`config.mk`:
```
export PLATFORM = sky130hd
export DESIGN_NAME = mem_wr_burst_ctrl_flat
export DESIGN_NICKNAME = d
export VERILOG_FILES = /design/src/rtl/mem_wr_burst_ctrl_if.sv /design/src/rtl/mem_wr_burst_ctrl.sv /design/src/flat_wrapper.sv
export SDC_FILE = /design/constraint.sdc
export NUM_CORES = 1
export LEC_CHECK = 0
export CAP_MARGIN = 20
export CORE_ASPECT_RATIO = 1.25
export CORE_MARGIN = 5
export CORE_UTILIZATION = 43
export DETAILED_ROUTE_END_ITERATION = 16
export GPL_TIMING_DRIVEN = 1
export PLACE_DENSITY = 0.95
export SETUP_SLACK_MARGIN = 0.3
export SLEW_MARGIN = 0
export SYNTH_ARGS = -nofsm -noshare
export SYNTH_HDL_FRONTEND = slang
export SYNTH_SLANG_ARGS = --single-unit
```
`constraint.sdc`:
```
create_clock -name rd_clk -period 3.7 [get_ports rd_clk]
set_clock_uncertainty 0.15 [all_clocks]
set_input_delay 0.37 -clock rd_clk [delete_from_list [all_inputs] [get_ports rd_clk]]
set_output_delay 0.37 -clock rd_clk [all_outputs]
set_load 0.02 [all_outputs]
```
`src/rtl/mem_wr_burst_ctrl_if.sv`:
```
// Handshake bundle between the write burst master, its FWFT burst FIFO and the
// memory controller write port. The master modport is the burst controller side.
interface mem_wr_burst_ctrl_if #(
  parameter int DW = 36,
  parameter int AW = 21
);
  logic          burst_avail_i;
  logic          burst_rd_en_o;
  logic [DW-1:0] burst_rd_data_i;
  logic          cmd_vld_o;
  logic          cmd_rdy_i;
  logic [AW-1:0] cmd_addr_o;
  logic          wdata_vld_o;
  logic          wdata_rdy_i;
  logic [DW-1:0] wdata_o;
  logic          wdata_last_o;

  modport master (
    input  burst_avail_i, burst_rd_data_i, cmd_rdy_i, wdata_rdy_i,
    output burst_rd_en_o, cmd_vld_o, cmd_addr_o, wdata_vld_o, wdata_o, wdata_last_o
  );

  modport slave (
    output burst_avail_i, burst_rd_data_i, cmd_rdy_i, wdata_rdy_i,
    input  burst_rd_en_o, cmd_vld_o, cmd_addr_o, wdata_vld_o, wdata_o, wdata_last_o
  );
endinterface

```
`src/rtl/mem_wr_burst_ctrl.sv`:
```
// Write-path burst master: one command plus BL beats per available FIFO burst, wrapping address window.
// Optional feature macro MEM_WR_BURST_CNT_EN adds a saturating completed-burst counter burst_cnt_o.
module mem_wr_burst_ctrl #(
  parameter int DW          = 36,
  parameter int AW          = 21,
  parameter int BL          = 16,
  parameter int BASE_ADDR   = 0,
  parameter int FRAME_WORDS = 1048576
) (
  input  logic        rd_clk,
  input  logic        wr_rst,
  input  logic        enable_i,
  input  logic        frame_start_i,
  output logic        burst_done_o,
  output logic        busy_o,
`ifdef MEM_WR_BURST_CNT_EN
  output logic [15:0] burst_cnt_o,
`endif
  mem_wr_burst_ctrl_if.master bus
);

  localparam int                CW        = (BL > 1) ? $clog2(BL) : 1;
  localparam logic [CW-1:0]     LAST_BEAT = CW'(BL - 1);
  localparam logic [AW-1:0]     BASE_A    = AW'(BASE_ADDR);
  localparam logic [AW:0]       END_ADDR  = (AW + 1)'(BASE_ADDR + FRAME_WORDS);
  localparam logic [AW:0]       BL_STEP   = (AW + 1)'(BL);

  typedef enum logic [1:0] {IDLE = 2'd0, CMD = 2'd1, DATA = 2'd2, DONE = 2'd3} state_t;

  state_t        state_r;
  state_t        state_s;
  logic          done2_r;
  logic [CW-1:0] beat_cnt_r;
  logic [AW-1:0] addr_r;
  logic          pend_r;
  logic          beat_acc_s;
  logic          addr_upd_s;
  logic [AW:0]   addr_inc_s;

  assign beat_acc_s = (state_r == DATA) && bus.wdata_rdy_i;
  assign addr_upd_s = (state_r == DONE) && !done2_r;
  assign addr_inc_s = {1'b0, addr_r} + BL_STEP;

  // State register; done2_r marks the second of the two DONE cycles.
  always_ff @(posedge rd_clk or posedge wr_rst) begin
    if (wr_rst) begin
      state_r <= IDLE;
      done2_r <= 1'b0;
    end else begin
      state_r <= state_s;
      done2_r <= addr_upd_s;
    end
  end

  // Next-state decode.
  always_comb begin
    state_s = state_r;
    case (state_r)
      IDLE: begin
        if (enable_i && bus.burst_avail_i) state_s = CMD;
        else                               state_s = IDLE;
      end
      CMD: begin
        if (bus.cmd_rdy_i) state_s = DATA;
        else               state_s = CMD;
      end
      DATA: begin
        if (beat_acc_s && (beat_cnt_r == LAST_BEAT)) state_s = DONE;
        else                                         state_s = DATA;
      end
      DONE: begin
        // burst_avail_i is ignored here: the FIFO count lags the pops by two cycles
        if (done2_r) state_s = IDLE;
        else         state_s = DONE;
      end
      default: state_s = IDLE;
    endcase
  end

  // Beat counter, frame address and deferred frame-restart flag.
  always_ff @(posedge rd_clk or posedge wr_rst) begin
    if (wr_rst) begin
      beat_cnt_r <= {CW{1'b0}};
      addr_r     <= BASE_A;
      pend_r     <= 1'b0;
    end else begin
      if ((state_r == IDLE) && (state_s == CMD)) beat_cnt_r <= {CW{1'b0}};
      else if (beat_acc_s)                       beat_cnt_r <= beat_cnt_r + {{(CW-1){1'b0}}, 1'b1};
      else                                       beat_cnt_r <= beat_cnt_r;

      if (addr_upd_s)                                  pend_r <= 1'b0;
      else if (frame_start_i && (state_r != IDLE))     pend_r <= 1'b1;
      else                                             pend_r <= pend_r;

      // A restart requested during a burst (or coinciding with its update) beats the increment
      if (addr_upd_s) begin
        if (pend_r || frame_start_i || (addr_inc_s == END_ADDR)) addr_r <= BASE_A;
        else                                                     addr_r <= addr_inc_s[AW-1:0];
      end else if (frame_start_i && (state_r == IDLE)) begin
        addr_r <= BASE_A;
      end else begin
        addr_r <= addr_r;
      end
    end
  end

`ifdef MEM_WR_BURST_CNT_EN
  logic [15:0] burst_cnt_r;

  // Saturating count of completed bursts since reset or the last frame start.
  always_ff @(posedge rd_clk or posedge wr_rst) begin
    if (wr_rst)                                    burst_cnt_r <= 16'd0;
    else if (frame_start_i)                        burst_cnt_r <= 16'd0;
    else if (addr_upd_s && (burst_cnt_r != 16'hFFFF)) burst_cnt_r <= burst_cnt_r + 16'd1;
    else                                           burst_cnt_r <= burst_cnt_r;
  end

  assign burst_cnt_o = burst_cnt_r;
`endif

  assign bus.cmd_vld_o     = (state_r == CMD);
  assign bus.cmd_addr_o    = addr_r;
  assign bus.wdata_vld_o   = (state_r == DATA);
  assign bus.wdata_last_o  = (state_r == DATA) && (beat_cnt_r == LAST_BEAT);
  assign bus.wdata_o       = (state_r == DATA) ? bus.burst_rd_data_i : {DW{1'b0}};
  assign bus.burst_rd_en_o = beat_acc_s;
  assign burst_done_o      = addr_upd_s;
  assign busy_o            = (state_r != IDLE);

endmodule

```
`src/flat_wrapper.sv`:
```
// flat-port wrapper written by rule: the top's interface ports become plain ports
module mem_wr_burst_ctrl_flat 
#(
  parameter int DW          = 36,
  parameter int AW          = 21,
  parameter int BL          = 16,
  parameter int BASE_ADDR   = 0,
  parameter int FRAME_WORDS = 1048576
)
  (rd_clk, wr_rst, enable_i, frame_start_i, burst_done_o, busy_o, bus_burst_avail_i, bus_burst_rd_data_i, bus_cmd_rdy_i, bus_wdata_rdy_i, bus_burst_rd_en_o, bus_cmd_vld_o, bus_cmd_addr_o, bus_wdata_vld_o, bus_wdata_o, bus_wdata_last_o);
  mem_wr_burst_ctrl_if #(.DW(DW), .AW(AW)) bus_i ();
  input  logic rd_clk;
  input  logic wr_rst;
  input  logic enable_i;
  input  logic frame_start_i;
  output logic burst_done_o;
  output logic busy_o;
  input wire logic [$bits(bus_i.burst_avail_i)-1:0] bus_burst_avail_i;
  input wire logic [$bits(bus_i.burst_rd_data_i)-1:0] bus_burst_rd_data_i;
  input wire logic [$bits(bus_i.cmd_rdy_i)-1:0] bus_cmd_rdy_i;
  input wire logic [$bits(bus_i.wdata_rdy_i)-1:0] bus_wdata_rdy_i;
  output wire logic [$bits(bus_i.burst_rd_en_o)-1:0] bus_burst_rd_en_o;
  output wire logic [$bits(bus_i.cmd_vld_o)-1:0] bus_cmd_vld_o;
  output wire logic [$bits(bus_i.cmd_addr_o)-1:0] bus_cmd_addr_o;
  output wire logic [$bits(bus_i.wdata_vld_o)-1:0] bus_wdata_vld_o;
  output wire logic [$bits(bus_i.wdata_o)-1:0] bus_wdata_o;
  output wire logic [$bits(bus_i.wdata_last_o)-1:0] bus_wdata_last_o;
  assign bus_i.burst_avail_i = bus_burst_avail_i;
  assign bus_i.burst_rd_data_i = bus_burst_rd_data_i;
  assign bus_i.cmd_rdy_i = bus_cmd_rdy_i;
  assign bus_i.wdata_rdy_i = bus_wdata_rdy_i;
  assign bus_burst_rd_en_o = bus_i.burst_rd_en_o;
  assign bus_cmd_vld_o = bus_i.cmd_vld_o;
  assign bus_cmd_addr_o = bus_i.cmd_addr_o;
  assign bus_wdata_vld_o = bus_i.wdata_vld_o;
  assign bus_wdata_o = bus_i.wdata_o;
  assign bus_wdata_last_o = bus_i.wdata_last_o;
  mem_wr_burst_ctrl #(.DW(DW), .AW(AW), .BL(BL), .BASE_ADDR(BASE_ADDR), .FRAME_WORDS(FRAME_WORDS)) u_core (.rd_clk(rd_clk), .wr_rst(wr_rst), .enable_i(enable_i), .frame_start_i(frame_start_i), .burst_done_o(burst_done_o), .busy_o(busy_o), .bus(bus_i));
endmodule
```
==> summary.json <==
{
  "run_status": {"value": "finished clean"},
  "synth-async-reset-ratio": {"value": 1.00},
  "grt_antenna_before_repair": {"value": 0},
  "synth_cells": {"value": 243},
  "detail_route.wirelength": {"value": 6820, "unit": "µm"},
  "num_rows": {"value": 27},
  "ctsHoldBuffers": {"value": 0},
  "clk_latency": {"value": 0.27, "unit": "ns"},
  "synth-seq-area-share": {"value": 0.313},
  "r2r_start": {"value": "u_core.bus.cmd_addr_o[11]"},
  "ratio_of_cells_with_drive_above_1_in_the_final_layout": {"value": 0.0708},
  "synth.top_cells.by_area": {"value": "sky130_fd_sc_hd__dfrtp_1, sky130_fd_sc_hd__and2_1, sky130_fd_sc_hd__nand2_1"},
  "number_of_global_route_vias_before_repair": {"value": 2154},
  "slew_violations": {"value": 0},
  "fin_ws": {"value": 1.05, "unit": "ns"},
  "reg2reg_slack": {"value": 1.05, "unit": "ns"},
  "routed_via_density": {"value": 5.56},
  "finish.utilization": {"value": 0.688},
  "regToRegEndpoint": {"value": "u_core.bus.cmd_addr_o[5]"},
  "drc": {"value": 0},
  "avgSynthCellArea": {"value": 8.21, "unit": "µm²"},
  "core_region_area": {"value": 4460, "unit": "µm²"},
  "num_vias": {"value": 2206},
  "drt-wirelength-per-cell": {"value": 17.2, "unit": "µm"},
  "synth_simple_gate_area_frac": {"value": 0.399},
  "clk_pin_slew": {"value": 0.09, "unit": "ns"},
  "pwr_density_cell": {"value": 510, "unit": "nW/µm²"},
  "drtPass1Iterations": {"value": 4},
  "hold_ws": {"value": 0.116, "unit": "ns"},
  "drt_iter0_markers": {"value": 218},
  "cts.repair.resized": {"value": 0},
  "timing.final.hold_violations": {"value": 0},
  "timing_worst_setup_path_type": {"value": "flop to flop"},
  "total_leakage_power": {"value": 1.19, "unit": "nW"},
  "cts_inserted_buffers": {"value": 3},
  "critical_path_peak_fanout": {"value": 12},
  "cts_buffer_depth": {"value": 2},
  "synth_flop_cell": {"value": "sky130_fd_sc_hd__dfrtp_1"},
  "fin_crit": {"value": 2.65, "unit": "ns"},
  "max_freq": {"value": 377, "unit": "MHz"},
  "die_y": {"value": 86.2, "unit": "µm"},
  "layout-area-overhead-vs-synth": {"value": 53.7, "unit": "%"},
  "worst-r2r-cell-count": {"value": 6},
  "design.portCount": {"value": 106},
  "cts_htree_levels": {"value": 1},
  "timing.critical_path.from_type": {"value": "flop"},
  "post_synth_xor_area_fraction": {"value": 0.0439},
  "pre_cts_worst_setup_slack": {"value": 1.13, "unit": "ns"},
  "globalRouteTotalUtil": {"value": 0.225},
  "layout_commonest_cell": {"value": "sky130_fd_sc_hd__clkdlybuf4s50_1"},
  "drv.max_cap_violation_count": {"value": 0},
  "place.gp.congestion": {"value": 0.961},
  "yosys.cell_types.count": {"value": 49},
  "ant_nets": {"value": 0},
  "endpoint_kind": {"value": "flop"},
  "tritoncts_num_sinks": {"value": 25},
  "synth_mux_area_frac": {"value": 0.0100},
  "final_cell_mix": {"value": "sky130_fd_sc_hd__clkdlybuf4s50_1, sky130_fd_sc_hd__and2_1, sky130_fd_sc_hd__nand2_1"},
  "grt_setup_unrepaired": {"value": "false"},
  "design.final.nets": {"value": 386},
  "setup_viol_count_final": {"value": 0},
  "portBuffers": {"value": 101},
  "netlist.top_cell.by_area": {"value": "sky130_fd_sc_hd__dfrtp_1"},
  "synth_largest_type_area_fraction": {"value": 0.313},
  "synth_compound_area_frac": {"value": 0.137},
  "globalRouteOverflowTotal": {"value": 0},
  "floorplan.initialDensity": {"value": 0.448},
  "cts_post_setup_buffers_inserted": {"value": 0},
  "finalSetupTns": {"value": 0, "unit": "ns"},
  "clock_tree_root": {"value": "sky130_fd_sc_hd__clkbuf_8"},
  "synth-adder-area-share": {"value": 0.0188},
  "cp.required": {"value": 3.71, "unit": "ns"},
  "relSlewSlack": {"value": 0.347},
  "die_w": {"value": 70.9, "unit": "µm"},
  "worstPathArrival": {"value": 2.67, "unit": "ns"},
  "dp_hpwl": {"value": 5560, "unit": "µm"},
  "tritoncts": {"value": "yes"},
  "vdd_ir_drop_max": {"value": 0.392, "unit": "mV"},
  "power": {"value": 0.00156, "unit": "W"},
  "die-area": {"value": 6110, "unit": "µm²"},
  "flops_latches_synth": {"value": 25},
  "min_period_over_period": {"value": 0.717},
  "fill_count": {"value": 357},
  "synth_area": {"value": 2000, "unit": "µm²"},
  "global_route_wire_length_before_repair": {"value": 10700, "unit": "µm"},
  "synth_top_family_by_area": {"value": "simple AND/OR/NAND/NOR gates"},
  "tightest_slew": {"value": 0.971, "unit": "ns"},
  "diodes": {"value": 0},
  "hold_path_class": {"value": "input pin to async pin"},
  "grt_start_max_net_pins": {"value": 39},
  "number_of_enable_type_register_cells_in_the_synthesized_netlist": {"value": 0},
  "yosysWarnings": {"value": 0}
}
## worst max path at each step
| stage | startpoint | endpoint | slack (ns) | cells past startpoint |
|---|---|---|---|---|
| after CTS | u_core.state_r[1] | bus_burst_rd_en_o | 1.04 | 5 |
| after global placement | u_core.bus.cmd_addr_o[11] | u_core.bus.cmd_addr_o[15] | 1.21 | 7 |
| after global routing | u_core.bus.cmd_addr_o[4] | u_core.bus.cmd_addr_o[5] | 0.88 | 7 |
| after detailed placement | u_core.bus.cmd_addr_o[4] | u_core.bus.cmd_addr_o[5] | 1.13 | 7 |
| final | u_core.bus.cmd_addr_o[11] | u_core.bus.cmd_addr_o[5] | 1.05 | 6 |
| after floorplan | u_core.bus.cmd_addr_o[4] | u_core.bus.cmd_addr_o[5] | 1.29 | 7 |
## where the power goes
group / total [W] / switching (W) / internal [W] / leakage (nW)
clock network: 0.000166 / 0.0000889 / 0.0000771 / 0.0228
registers: 0.000394 / 0.0000701 / 0.000324 / 0.335
logic: 0.00100 / 0.000546 / 0.000458 / 0.828
total: 0.00156 / 0.000705 / 0.000858 / 1.19
## critical path, stage by stage, from the launching register on
cell and delay (ns):
sky130_fd_sc_hd__dfrtp_1 0.62, sky130_fd_sc_hd__nand2_1 0.18, sky130_fd_sc_hd__nor3_1 0.40, sky130_fd_sc_hd__mux2i_1 0.31, sky130_fd_sc_hd__nor3b_1 0.33, sky130_fd_sc_hd__o2111ai_2 0.24, sky130_fd_sc_hd__a32o_1 0.33
## per-layer routing
| layer | GRT usage | vias up | part of all wire |
|---|---|---|---|
| met5 | 0 | - | 0 |
| met4 | 0.0496 | 0 | 0.0097 |
| met3 | 0.0703 | 7 | 0.14 |
| met2 | 0.397 | 152 | 0.48 |
| met1 | 0.267 | 1022 | 0.37 |
| li1 | - | 1025 | - |
## Yosys cell counts (all sizes together) (2+ instances only)
| master | count |
|---|---|
| clkbuf | 10 |
| and2 | 36 |
| nor2b | 2 |
| a31oi | 2 |
| nand4 | 7 |
| nor2 | 18 |
| inv | 6 |
| mux2i | 2 |
| or3 | 8 |
| xor2 | 3 |
| a211o | 2 |
| o31ai | 2 |
| nand3b | 2 |
| nand3 | 17 |
| nand2 | 32 |
| nor4b | 2 |
| buf | 6 |
| nor3b | 2 |
| dfrtp | 25 |
| nor3 | 6 |
| nor4 | 2 |
| o21ai | 14 |
| and4 | 3 |
| o311ai | 2 |
| a21oi | 10 |
| ha | 3 |
| xnor2 | 7 |
## area by class of cell
| class | count | area [µm²] | share of cell area |
|---|---|---|---|
| Sequential cell | 25 | 626 | 0.204 |
| Clock buffer | 4 | 45.0 | 0.0147 |
| Inverter | 6 | 22.5 | 0.00734 |
| Timing Repair Buffer | 105 | 1060 | 0.346 |
| Tap cell | 58 | 72.6 | 0.0237 |
| Multi-Input combinational cell | 199 | 1240 | 0.404 |
## kinds of logic (layout without fill, tap and decap cells)
kind of cell / count (synthesis) / after routing
buf+inv: 22 / 115
mux: 2 / 2
compound gates: 40 / 40
fa+ha+maj: 3 / 3
simple gates: 140 / 140
flops: 25 / 25
xor+xnor: 10 / 10
other cells: 1 / 4
## through the flow
stage	instance area (µm²)	std cells
floorplan	2010	246
global placement	2990	392
detailed placement	2990	392
CTS	3040	396
global route	3070	397
finish	3070	397
## state kept, by name (all words and copies together) (netlist names)
name                   cells
u_core.pend_r              1
u_core.bus.cmd_addr_o     17
u_core.done2_r             1
u_core.beat_cnt_r          4
u_core.state_r             2
(Power assumes the default switching activity.)
